<file path="config.mk">
export PLATFORM = sky130hd
export DESIGN_NAME = i2s_tx_flat
export DESIGN_NICKNAME = d
export VERILOG_FILES = /design/src/rtl/i2s_tx_if.sv /design/src/rtl/i2s_tx.sv /design/src/flat_wrapper.sv
export SDC_FILE = /design/constraint.sdc
export NUM_CORES = 1
export LEC_CHECK = 0
export CORE_MARGIN = 2
export CORE_UTILIZATION = 35
export CTS_BUF_LIST = sky130_fd_sc_hd__clkbuf_8
export CTS_CLUSTER_DIAMETER = 200
export DETAILED_ROUTE_END_ITERATION = 8
export DONT_BUFFER_PORTS = 1
export HOLD_SLACK_MARGIN = 0.03
export PLACE_DENSITY_LB_ADDON = 0.25
export SLEW_MARGIN = 0
export SYNTH_ARGS = -nofsm -noshare
export SYNTH_HDL_FRONTEND = slang
export SYNTH_SLANG_ARGS = --single-unit
export TNS_END_PERCENT = 10
</file>
<file path="constraint.sdc">
create_clock -name clk -period 2.37 [get_ports clk]
set_clock_uncertainty 0.2 [all_clocks]
set_input_delay 0.237 -clock clk [delete_from_list [all_inputs] [get_ports clk]]
set_output_delay 0.237 -clock clk [all_outputs]
set_load 0.03 [all_outputs]
</file>
<file path="src/rtl/i2s_tx_if.sv">
// Sample-pair handshake bundle between the effects chain and the I2S transmitter.
// The master drives the pair and valid; the slave returns ready.
interface i2s_tx_if #(
    parameter int DATA_WIDTH = 24
);
    logic                  s_valid;
    logic                  s_ready;
    logic [DATA_WIDTH-1:0] s_left;
    logic [DATA_WIDTH-1:0] s_right;

    modport master (
        output s_valid,
        output s_left,
        output s_right,
        input  s_ready
    );

    modport slave (
        input  s_valid,
        input  s_left,
        input  s_right,
        output s_ready
    );
endinterface

</file>
<file path="src/rtl/i2s_tx.sv">
// Philips-format stereo I2S transmitter with internal BCLK/LRCLK generation.
// Define I2S_TX_HOLD_LAST_EN to repeat the last pair on underflow instead of silence.
module i2s_tx #(
    parameter int DATA_WIDTH = 24,
    parameter int SLOT_BITS  = 32,
    parameter int BCLK_HALF  = 16
) (
    input  logic    clk,
    input  logic    rst_n,
    input  logic    en,
    i2s_tx_if.slave s,
    output logic    i2s_bclk,
    output logic    i2s_lrclk,
    output logic    i2s_sdata,
    output logic    frame_start,
    output logic    underflow
);
    localparam int FRAME = 2 * SLOT_BITS;
    localparam int BW    = $clog2(FRAME);
    localparam int CW    = (BCLK_HALF > 1) ? $clog2(BCLK_HALF) : 1;
    localparam logic [BW-1:0] LAST_BIT = BW'(FRAME - 1);
    localparam logic [CW-1:0] DIV_TOP  = CW'(BCLK_HALF - 1);

    typedef enum logic [1:0] {
        IDLE  = 2'd0,
        RUN   = 2'd1,
        DRAIN = 2'd2
    } state_t;

    state_t r_state;
    state_t w_state_nxt;

    logic [CW-1:0]         r_div;
    logic [BW-1:0]         r_bit;
    logic                  r_bclk;
    logic                  r_lrclk;
    logic                  r_sdata;
    logic [FRAME-1:0]      r_shreg;
    logic                  r_hold_full;
    logic [DATA_WIDTH-1:0] r_hold_l;
    logic [DATA_WIDTH-1:0] r_hold_r;

    logic                  w_tick;
    logic                  w_fall;
    logic [BW-1:0]         w_bit_nxt;
    logic                  w_load;
    logic                  w_do_load;
    logic                  w_go_idle;
    logic [DATA_WIDTH-1:0] w_src_l;
    logic [DATA_WIDTH-1:0] w_src_r;
    logic [FRAME-1:0]      w_pat;

    assign w_tick    = (r_div == DIV_TOP);
    assign w_fall    = w_tick & r_bclk;
    assign w_bit_nxt = (r_bit == LAST_BIT) ? '0 : r_bit + BW'(1);
    assign w_load    = w_fall & (w_bit_nxt == '0);

    always_ff @(posedge clk or negedge rst_n) begin
        if (!rst_n) begin
            r_state <= IDLE;
        end else begin
            r_state <= w_state_nxt;
        end
    end

    always_comb begin
        w_state_nxt = r_state;
        w_do_load   = 1'b0;
        w_go_idle   = 1'b0;
        unique case (r_state)
            IDLE: begin
                if (en) w_state_nxt = RUN;
            end
            RUN: begin
                w_do_load = w_load;
                if (!en) w_state_nxt = DRAIN;
            end
            DRAIN: begin
                if (en) begin
                    w_state_nxt = RUN;
                    w_do_load   = w_load;
                end else if (w_load) begin
                    w_state_nxt = IDLE;
                    w_go_idle   = 1'b1;
                end
            end
            default: w_state_nxt = IDLE;
        endcase
    end

`ifdef I2S_TX_HOLD_LAST_EN
    logic [DATA_WIDTH-1:0] r_last_l;
    logic [DATA_WIDTH-1:0] r_last_r;

    always_ff @(posedge clk or negedge rst_n) begin
        if (!rst_n) begin
            r_last_l <= '0;
            r_last_r <= '0;
        end else if (w_do_load && r_hold_full) begin
            r_last_l <= r_hold_l;
            r_last_r <= r_hold_r;
        end
    end

    assign w_src_l = r_hold_full ? r_hold_l : r_last_l;
    assign w_src_r = r_hold_full ? r_hold_r : r_last_r;
`else
    assign w_src_l = r_hold_full ? r_hold_l : '0;
    assign w_src_r = r_hold_full ? r_hold_r : '0;
`endif

    // Each slot: one delay bit, MSB-first sample, zero padding.
    always_comb begin
        w_pat = '0;
        w_pat[FRAME-2 -: DATA_WIDTH]     = w_src_l;
        w_pat[SLOT_BITS-2 -: DATA_WIDTH] = w_src_r;
    end

    always_ff @(posedge clk or negedge rst_n) begin
        if (!rst_n) begin
            r_div   <= '0;
            r_bit   <= LAST_BIT;
            r_bclk  <= 1'b0;
            r_lrclk <= 1'b1;
            r_sdata <= 1'b0;
            r_shreg <= '0;
        end else if (r_state != IDLE) begin
            if (w_tick) begin
                r_div  <= '0;
                r_bclk <= ~r_bclk;
            end else begin
                r_div <= r_div + CW'(1);
            end
            if (w_fall) begin
                if (w_go_idle) begin
                    r_bit   <= LAST_BIT;
                    r_lrclk <= 1'b1;
                    r_sdata <= 1'b0;
                end else begin
                    r_bit   <= w_bit_nxt;
                    r_lrclk <= (w_bit_nxt >= BW'(SLOT_BITS));
                    if (w_do_load) begin
                        r_sdata <= w_pat[FRAME-1];
                        r_shreg <= {w_pat[FRAME-2:0], 1'b0};
                    end else begin
                        r_sdata <= r_shreg[FRAME-1];
                        r_shreg <= {r_shreg[FRAME-2:0], 1'b0};
                    end
                end
            end
        end
    end

    always_ff @(posedge clk or negedge rst_n) begin
        if (!rst_n) begin
            r_hold_full <= 1'b0;
            r_hold_l    <= '0;
            r_hold_r    <= '0;
        end else begin
            if (w_do_load && r_hold_full) begin
                r_hold_full <= 1'b0;
            end
            // An accept in the load clk lands here for the following frame.
            if (s.s_valid && !r_hold_full) begin
                r_hold_full <= 1'b1;
                r_hold_l    <= s.s_left;
                r_hold_r    <= s.s_right;
            end
        end
    end

    assign s.s_ready   = ~r_hold_full;
    assign i2s_bclk    = r_bclk;
    assign i2s_lrclk   = r_lrclk;
    assign i2s_sdata   = r_sdata;
    assign frame_start = w_do_load;
    assign underflow   = w_do_load & ~r_hold_full;
endmodule
</file>
<file path="src/flat_wrapper.sv">
// flat-port wrapper written by rule: the top's interface ports become plain ports
module i2s_tx_flat 
#(
    parameter int DATA_WIDTH = 24,
    parameter int SLOT_BITS  = 32,
    parameter int BCLK_HALF  = 16
)
  (clk, rst_n, en, i2s_bclk, i2s_lrclk, i2s_sdata, frame_start, underflow, s_s_valid, s_s_left, s_s_right, s_s_ready);
  i2s_tx_if #(.DATA_WIDTH(DATA_WIDTH)) s_i ();
  input  logic clk;
  input  logic rst_n;
  input  logic en;
  output logic i2s_bclk;
  output logic i2s_lrclk;
  output logic i2s_sdata;
  output logic frame_start;
  output logic underflow;
  input wire logic [$bits(s_i.s_valid)-1:0] s_s_valid;
  input wire logic [$bits(s_i.s_left)-1:0] s_s_left;
  input wire logic [$bits(s_i.s_right)-1:0] s_s_right;
  output wire logic [$bits(s_i.s_ready)-1:0] s_s_ready;
  assign s_i.s_valid = s_s_valid;
  assign s_i.s_left = s_s_left;
  assign s_i.s_right = s_s_right;
  assign s_s_ready = s_i.s_ready;
  i2s_tx #(.DATA_WIDTH(DATA_WIDTH), .SLOT_BITS(SLOT_BITS), .BCLK_HALF(BCLK_HALF)) u_core (.clk(clk), .rst_n(rst_n), .en(en), .s(s_i), .i2s_bclk(i2s_bclk), .i2s_lrclk(i2s_lrclk), .i2s_sdata(i2s_sdata), .frame_start(frame_start), .underflow(underflow));
endmodule
</file>
=== Word-level counts from Yosys, hierarchy flattened ===
Cells that the tools add are included.

* Input bits: 52
* Flip-flop bits (word level): 128

* Equality and inequality tests: 7
* Add/sub/neg operators: 2
* Reductions and logical operators: 11
* Muxes and demuxes: 21
* Bitwise operators: 6
* Order comparisons: 1

{| class="wikitable"
|+ Operators with widths
! cell !! number
|-
| 64-bit 2-to-1 mux || 1
|-
| 24-bit 2-to-1 mux || 2
|-
| 6-bit 2-to-1 mux || 2
|-
| 1-bit 2-to-1 mux || 9
|-
| 2-bit 2-to-1 mux || 4
|-
| 6-bit by 1-bit adder with 6-bit output (second input constant) || 1
|-
| 6-bit equality test (second input constant) || 1
|-
| 6-bit >= comparator (second input constant) || 1
|-
| 6-bit zero test || 1
|-
| 2-bit one-hot mux with 3 select lines || 1
|-
| 3-bit AND reduction || 2
|-
| 4-bit by 1-bit adder with 4-bit output (second input constant) || 1
|-
| 4-bit equality test (second input constant) || 1
|-
| 4-bit 2-to-1 mux || 1
|-
| 2-bit inequality test (second input constant) || 2
|-
| 2-bit AND reduction || 2
|-
| 2-bit nonzero test || 2
|-
| 1-bit AND || 3
|-
| 3-bit by 2-bit inequality test with 1-bit output (second input constant) || 1
|-
| 1-bit NOT || 3
|-
| 2-bit by 1-bit equality test with 1-bit output (second input constant) || 1
|-
| 2-bit equality test (second input constant) || 1
|-
| 1-bit logical AND || 2
|-
| 2-bit zero test || 1
|-
| other kinds (2) || 2
|}

=== Depth between registers and ports, before layout ===
* Word-level depth: 9
* Depth in mapped cells: 10
* Mapped depth without buffers: 8

=== Worst setup path before layout ===
No wires, ideal clock.

* Path kind: flip-flop to output port
* Start: register u_core.r_bit[0]
* End: output port underflow
* Stages on the path, launching flop included: 7
* Arrival time: 2.218 ns
* Slack: -0.285 ns
* Path through: dfstp_2 -> ha_1 -> nand3_1 -> xor2_1 -> o211ai_4 -> nand2b_1 -> nor3_1

* Longest elaborated chain between the ends: 7
* Elaborated cells between the ends (all ways): 8
* Those cells by class: add/sub: 1; eq/ne: 1; mux: 3; bitwise: 2; reduce/logical: 1

{| class="wikitable"
|+ Ends and longest elaborated chain
! what !! RTL line !! text
|-
| start, declared || i2s_tx.sv:34 || <nowiki>logic [BW-1:0] r_bit;</nowiki>
|-
| start signal, assigned || i2s_tx.sv:140 || <nowiki>r_bit <= w_bit_nxt;</nowiki>
|-
| 6-bit by 1-bit adder with 6-bit output / 6-bit equality test (equally long branches) || i2s_tx.sv:55 || <nowiki>assign w_bit_nxt = (r_bit == LAST_BIT) ? '0 : r_bit + BW'(1);</nowiki>
|-
| 6-bit 2-to-1 mux (*) || i2s_tx.sv:55 ||
|-
| 6-bit zero test (*) || i2s_tx.sv:56 || <nowiki>assign w_load = w_fall & (w_bit_nxt == '0);</nowiki>
|-
| 1-bit AND (*) || i2s_tx.sv:56 ||
|-
| 1-bit 2-to-1 mux || i2s_tx.sv:79 || <nowiki>if (en) begin</nowiki>
|-
| 1-bit one-hot mux with 2 select lines (*) || i2s_tx.sv:70 || <nowiki>unique case (r_state)</nowiki>
|-
| 1-bit AND (*) || i2s_tx.sv:177 || <nowiki>assign underflow = w_do_load & ~r_hold_full;</nowiki>
|-
| end, declared || flat_wrapper.sv:17 || <nowiki>output logic underflow;</nowiki>
|}

Mark *: on every way between the ends. The rest lies on a longest branch, timed or not.

=== Worst setup path after layout ===
* Start: register u_core.r_bit[1]
* End: output port underflow

The elaborated chain is that of the path after synthesis.

==> results list <==
- Synthesis inferred 120 register bits.
- The cell area that synthesis handed to floorplanning was around 5400 um2.
* Required time reported for the critical path endpoint: approximately 1900 ps
* P_leak: roughly 2.8 nW
- Buffers placed on the I/O ports in this run total 0.
* Vias per std cell: 5.101
- Once detail routing completed, the nets flagged for antenna violations numbered 0.
- Counting along the longest clock path gives a buffer depth of 2.
- Post-Route WL: between 10 and 15 mm
* Antenna diode instance count: 0
* Mean Syn Cell Area: between 10 and 15 um2
- CTS buffer count: 17
- In this run, the number of DRC markers left after iteration 0 of detailed routing was 194.
- Initial core utilization: 0.3547
- CP arrival: 2080 ps
- For met3 alone, demand over resource in global routing was 0.04424.
- For this run, the number of Yosys warnings is 0.
- Measured in cells, the most critical reg-to-reg path has a length of 9.
* Number of nets in the layout: between 600 and 700
- The finished layout holds 775 standard cells, fillers aside.
- Total setup violations reported at the end of the flow: 54
* Post-synthesis to final-layout area growth: 27.91%
- Clk_lat worst skew: 450 ps
- STA classifies the critical path startpoint as a flop.
- Worst-margin pin slew: around 430 ps
* Number of global-route vias before repair: approximately 3900
* Result of the run: finished with violations
* Row Count: between 40 and 50
* CP peak stage delay: 570 ps
- The congestion estimate from routability-driven global placement came to around 0.8.
- Worst Path Class, Setup: reg -> out
- Number of enable-type register cells in the synthesized netlist: 0
* Final core area utilization: 0.4537
- First-pass GRT wire length: approximately 19 mm
- The slowest stage of the critical path is the sky130_fd_sc_hd__dfstp_2 cell.
- After detailed routing, the average wire length per cell comes to approximately 15 um.
- Die Span Y: 127.7 um
* Register area share after synthesis: 0.5626
* Achievable frequency: approximately 400 MHz
- GRT busiest layer: met2
- The largest total area in the synthesized netlist belongs to sky130_fd_sc_hd__dfrtp_1.
- Across the run, the number of max-cap violations was 0.
- Final Instance Area: 6847 um2
* DRC violation count after routing: 0
- For this run, global-route usage on met1 was measured as 0.1921.
* Slew Limit Fails: 0
- Pre-Repair DR Iteration Count: 5
* Count of cell instances traversed by the critical path: 7
- Across the VDD grid, the largest voltage drop is 0.0005299 V.
- For this run, global-route usage on met2 was measured as 0.2378.
- Post-route minimum period: about 2500 ps
- The total area inside the core boundary comes to roughly 15000 um2.
- The worst pin sits at a relative slew slack of 0.7135.
- Sorting the synthesized cells by area gives the leading types as sky130_fd_sc_hd__dfrtp_1 (53%), sky130_fd_sc_hd__mux2_2 (10%), sky130_fd_sc_hd__nand3_1 (5.8%).
- RSZ-0062 raised after global routing: yes
* Total placed instance area: about 5700 um2
- Post-route fraction of the period consumed by the critical path: 1.063
- The checks that failed: hold timing, setup timing.
* P per Cell Area: roughly 1100 nW/um2
* Setup ws final: -149.6 ps
- Worst Path Max Fanout: 4
- Count of cell types in the netlist: 40
- Global-route total usage across every layer: 0.1501
* Total nets after synthesis: 567
- TritonCTS built the clock tree.
- After legalization and detailed placement, the total HPWL measured around 7 mm.
* Pre-CTS setup slack: -27.96 ps
* Critical path buffers and inverters: 1
- Count of vias placed by the detailed router: slightly below 4000
- For this design, the sink count on the clock tree is 120.
- The cell count after synthesis came out at 508.
- CTS built an H-tree with a depth of 4.
- The min-delay analysis places its worst path in the category in -> async.
- In the final layout, the share of cells above drive strength 1 is 0.2419.
- The share of synthesized area in the top cell type comes to 0.5283.
* Post-CTS Hold Fix Bufs: 49
- For this run the aggregate overflow at the end of global routing stands at 0.
- In the synthesized netlist the async set-or-reset flop fraction comes to 1.000.
* Clock input transition at the sequential cells of the worst setup and hold paths: roughly 70 ps
* Endpoints failing hold: 120
- Boundary pin count: 58
- Maximum number of pins on one net before global-route repair: roughly 120
* Worst hold slack: -720.0 ps
- Number of placed instances with taps included: approximately 700
* Final setup TNS: -1638 ps
- STA classifies the critical path endpoint as an output port.
* Total design power: approximately 7.2 mW
- Cell at the root of the clock tree: sky130_fd_sc_hd__clkbuf_8
- Delay-heaviest family, CP: flip-flops
* Cells along the critical path: ha_4 -> nand3_2 -> xor2_4 -> o211ai_4 -> nand2b_4 -> nor3_4 -> buf_6
* Initial antenna violation count: 0
* Chip width: 127.7 um
- Top_reg_cell synth: sky130_fd_sc_hd__dfrtp_1
* Area of the die: about 16000 um2
routing by layer:
layer | share of wire | wire length, um | vias up
met5 | 0 | 0 | -
li1 | - | - | 1912
met3 | 0.037 | 447 | 16
met1 | 0.46 | 5454 | 1950
met4 | 0.021 | 252 | 0
met2 | 0.49 | 5802 | 75
registers in the layout, indices dropped and copies added, names as in the netlist:
name / cells
u_core.r_shreg: 56
u_core.r_hold_l: 24
u_core.r_hold_r: 24
u_core.r_bit: 6
u_core.r_div: 4
u_core.r_state: 2
u_core.i2s_bclk: 1
u_core.i2s_lrclk: 1
u_core.i2s_sdata: 1
u_core.r_hold_full: 1
layout by cell type, fill, tap and decap left out, types with 6 or more instances in the layout:
cell                            instances
sky130_fd_sc_hd__a31oi_1               47
sky130_fd_sc_hd__buf_12                 7
sky130_fd_sc_hd__buf_4                 20
sky130_fd_sc_hd__clkbuf_8              20
sky130_fd_sc_hd__clkinvlp_4             6
sky130_fd_sc_hd__dfrtp_1              112
sky130_fd_sc_hd__dfstp_2                7
sky130_fd_sc_hd__dlygate4sd3_1         49
sky130_fd_sc_hd__ha_1                   6
sky130_fd_sc_hd__inv_1                  7
sky130_fd_sc_hd__mux2_2                49
sky130_fd_sc_hd__nand2_1               71
sky130_fd_sc_hd__nand3_1               60
sky130_fd_sc_hd__nor2_1                57
sky130_fd_sc_hd__o21ai_0                7
what timing repair did:
action | CTS | global route
pin swaps | 7 | 12
endpoints found under the hold margin | 172 | 120
resized for setup | 10 | 6
buffers inserted | 6 | 1
gates cloned | 0 | 4
endpoints found under the setup margin | 53 | 62
synth_stat cells, types with 5 or more instances:
cell,instances
sky130_fd_sc_hd__a31oi_1,47
sky130_fd_sc_hd__buf_2,7
sky130_fd_sc_hd__clkbuf_1,18
sky130_fd_sc_hd__inv_1,5
sky130_fd_sc_hd__nor2_1,58
sky130_fd_sc_hd__nand3_1,62
sky130_fd_sc_hd__o21ai_0,7
sky130_fd_sc_hd__nand2_1,73
sky130_fd_sc_hd__ha_1,7
sky130_fd_sc_hd__dfrtp_1,113
sky130_fd_sc_hd__buf_4,6
sky130_fd_sc_hd__dfstp_2,7
sky130_fd_sc_hd__nand2b_1,5
sky130_fd_sc_hd__mux2_2,49
worst register-to-register path: cells and delay by family (launching register included):
kind | cells | cell delay, ps
DFF | 1 | 570
buffers and inverters | 2 | 380
and+or+nand+nor | 3 | 600
xor gates and xnor gates | 1 | 200
adders and majority gates | 1 | 170
AOI/OAI and AO/OA | 2 | 170
where the power goes:
| group | internal, mW | leakage [nW] | switching [mW] |
|---|---|---|---|
| Clock | 1.12 | 0.202 | 0.845 |
| Sequential | 2.86 | 1.52 | 0.537 |
| Combinational | 0.985 | 1.11 | 0.867 |
final timing paths:
path | start | end | slack (ps)
min in group clk | s_s_valid | u_core.r_hold_full$_DFFE_PN0P_ | 140
min | rst_n | u_core.r_div[0]$_DFFE_PN0P_ | -720
max | u_core.r_bit[1]$_DFFE_PN1P_ | underflow | -150
max reg2reg | u_core.r_bit[1]$_DFFE_PN1P_ | u_core.r_shreg[26]$_DFFE_PN0P_ | -50
min reg2reg | u_core.r_shreg[34]$_DFFE_PN0P_ | u_core.r_shreg[34]$_DFFE_PN0P_ | 270
max in group asynchronous | rst_n | u_core.r_bit[2]$_DFFE_PN1P_ | 2410
cell families (layout without fill, tap and decap cells):
group                      count (synthesis)  in the layout  share of synthesized area
adders and majority gates                  7              7                    0.01636
xor gates and xnor gates                   5              5                   0.008183
AOI/OAI and AO/OA                         78             78                    0.09864
muxes                                     49             49                     0.1031
DFF                                      120            120                     0.5626
and+or+nand+nor                          208            208                     0.1709
buffers and inverters                     41            120                    0.04020
final cells by class:
cell class | count | area, um2
Sequential cell | 120 | 3013
Tap cell | 188 | 235.2
Timing Repair Buffer | 83 | 914.6
Fill cell | 1388 | 8243
Inverter | 5 | 18.77
Clock inverter | 12 | 151.4
Multi-Input combinational cell | 347 | 2238
Clock buffer | 20 | 275.3
No activity file was read; power rests on OpenSTA's default activity.
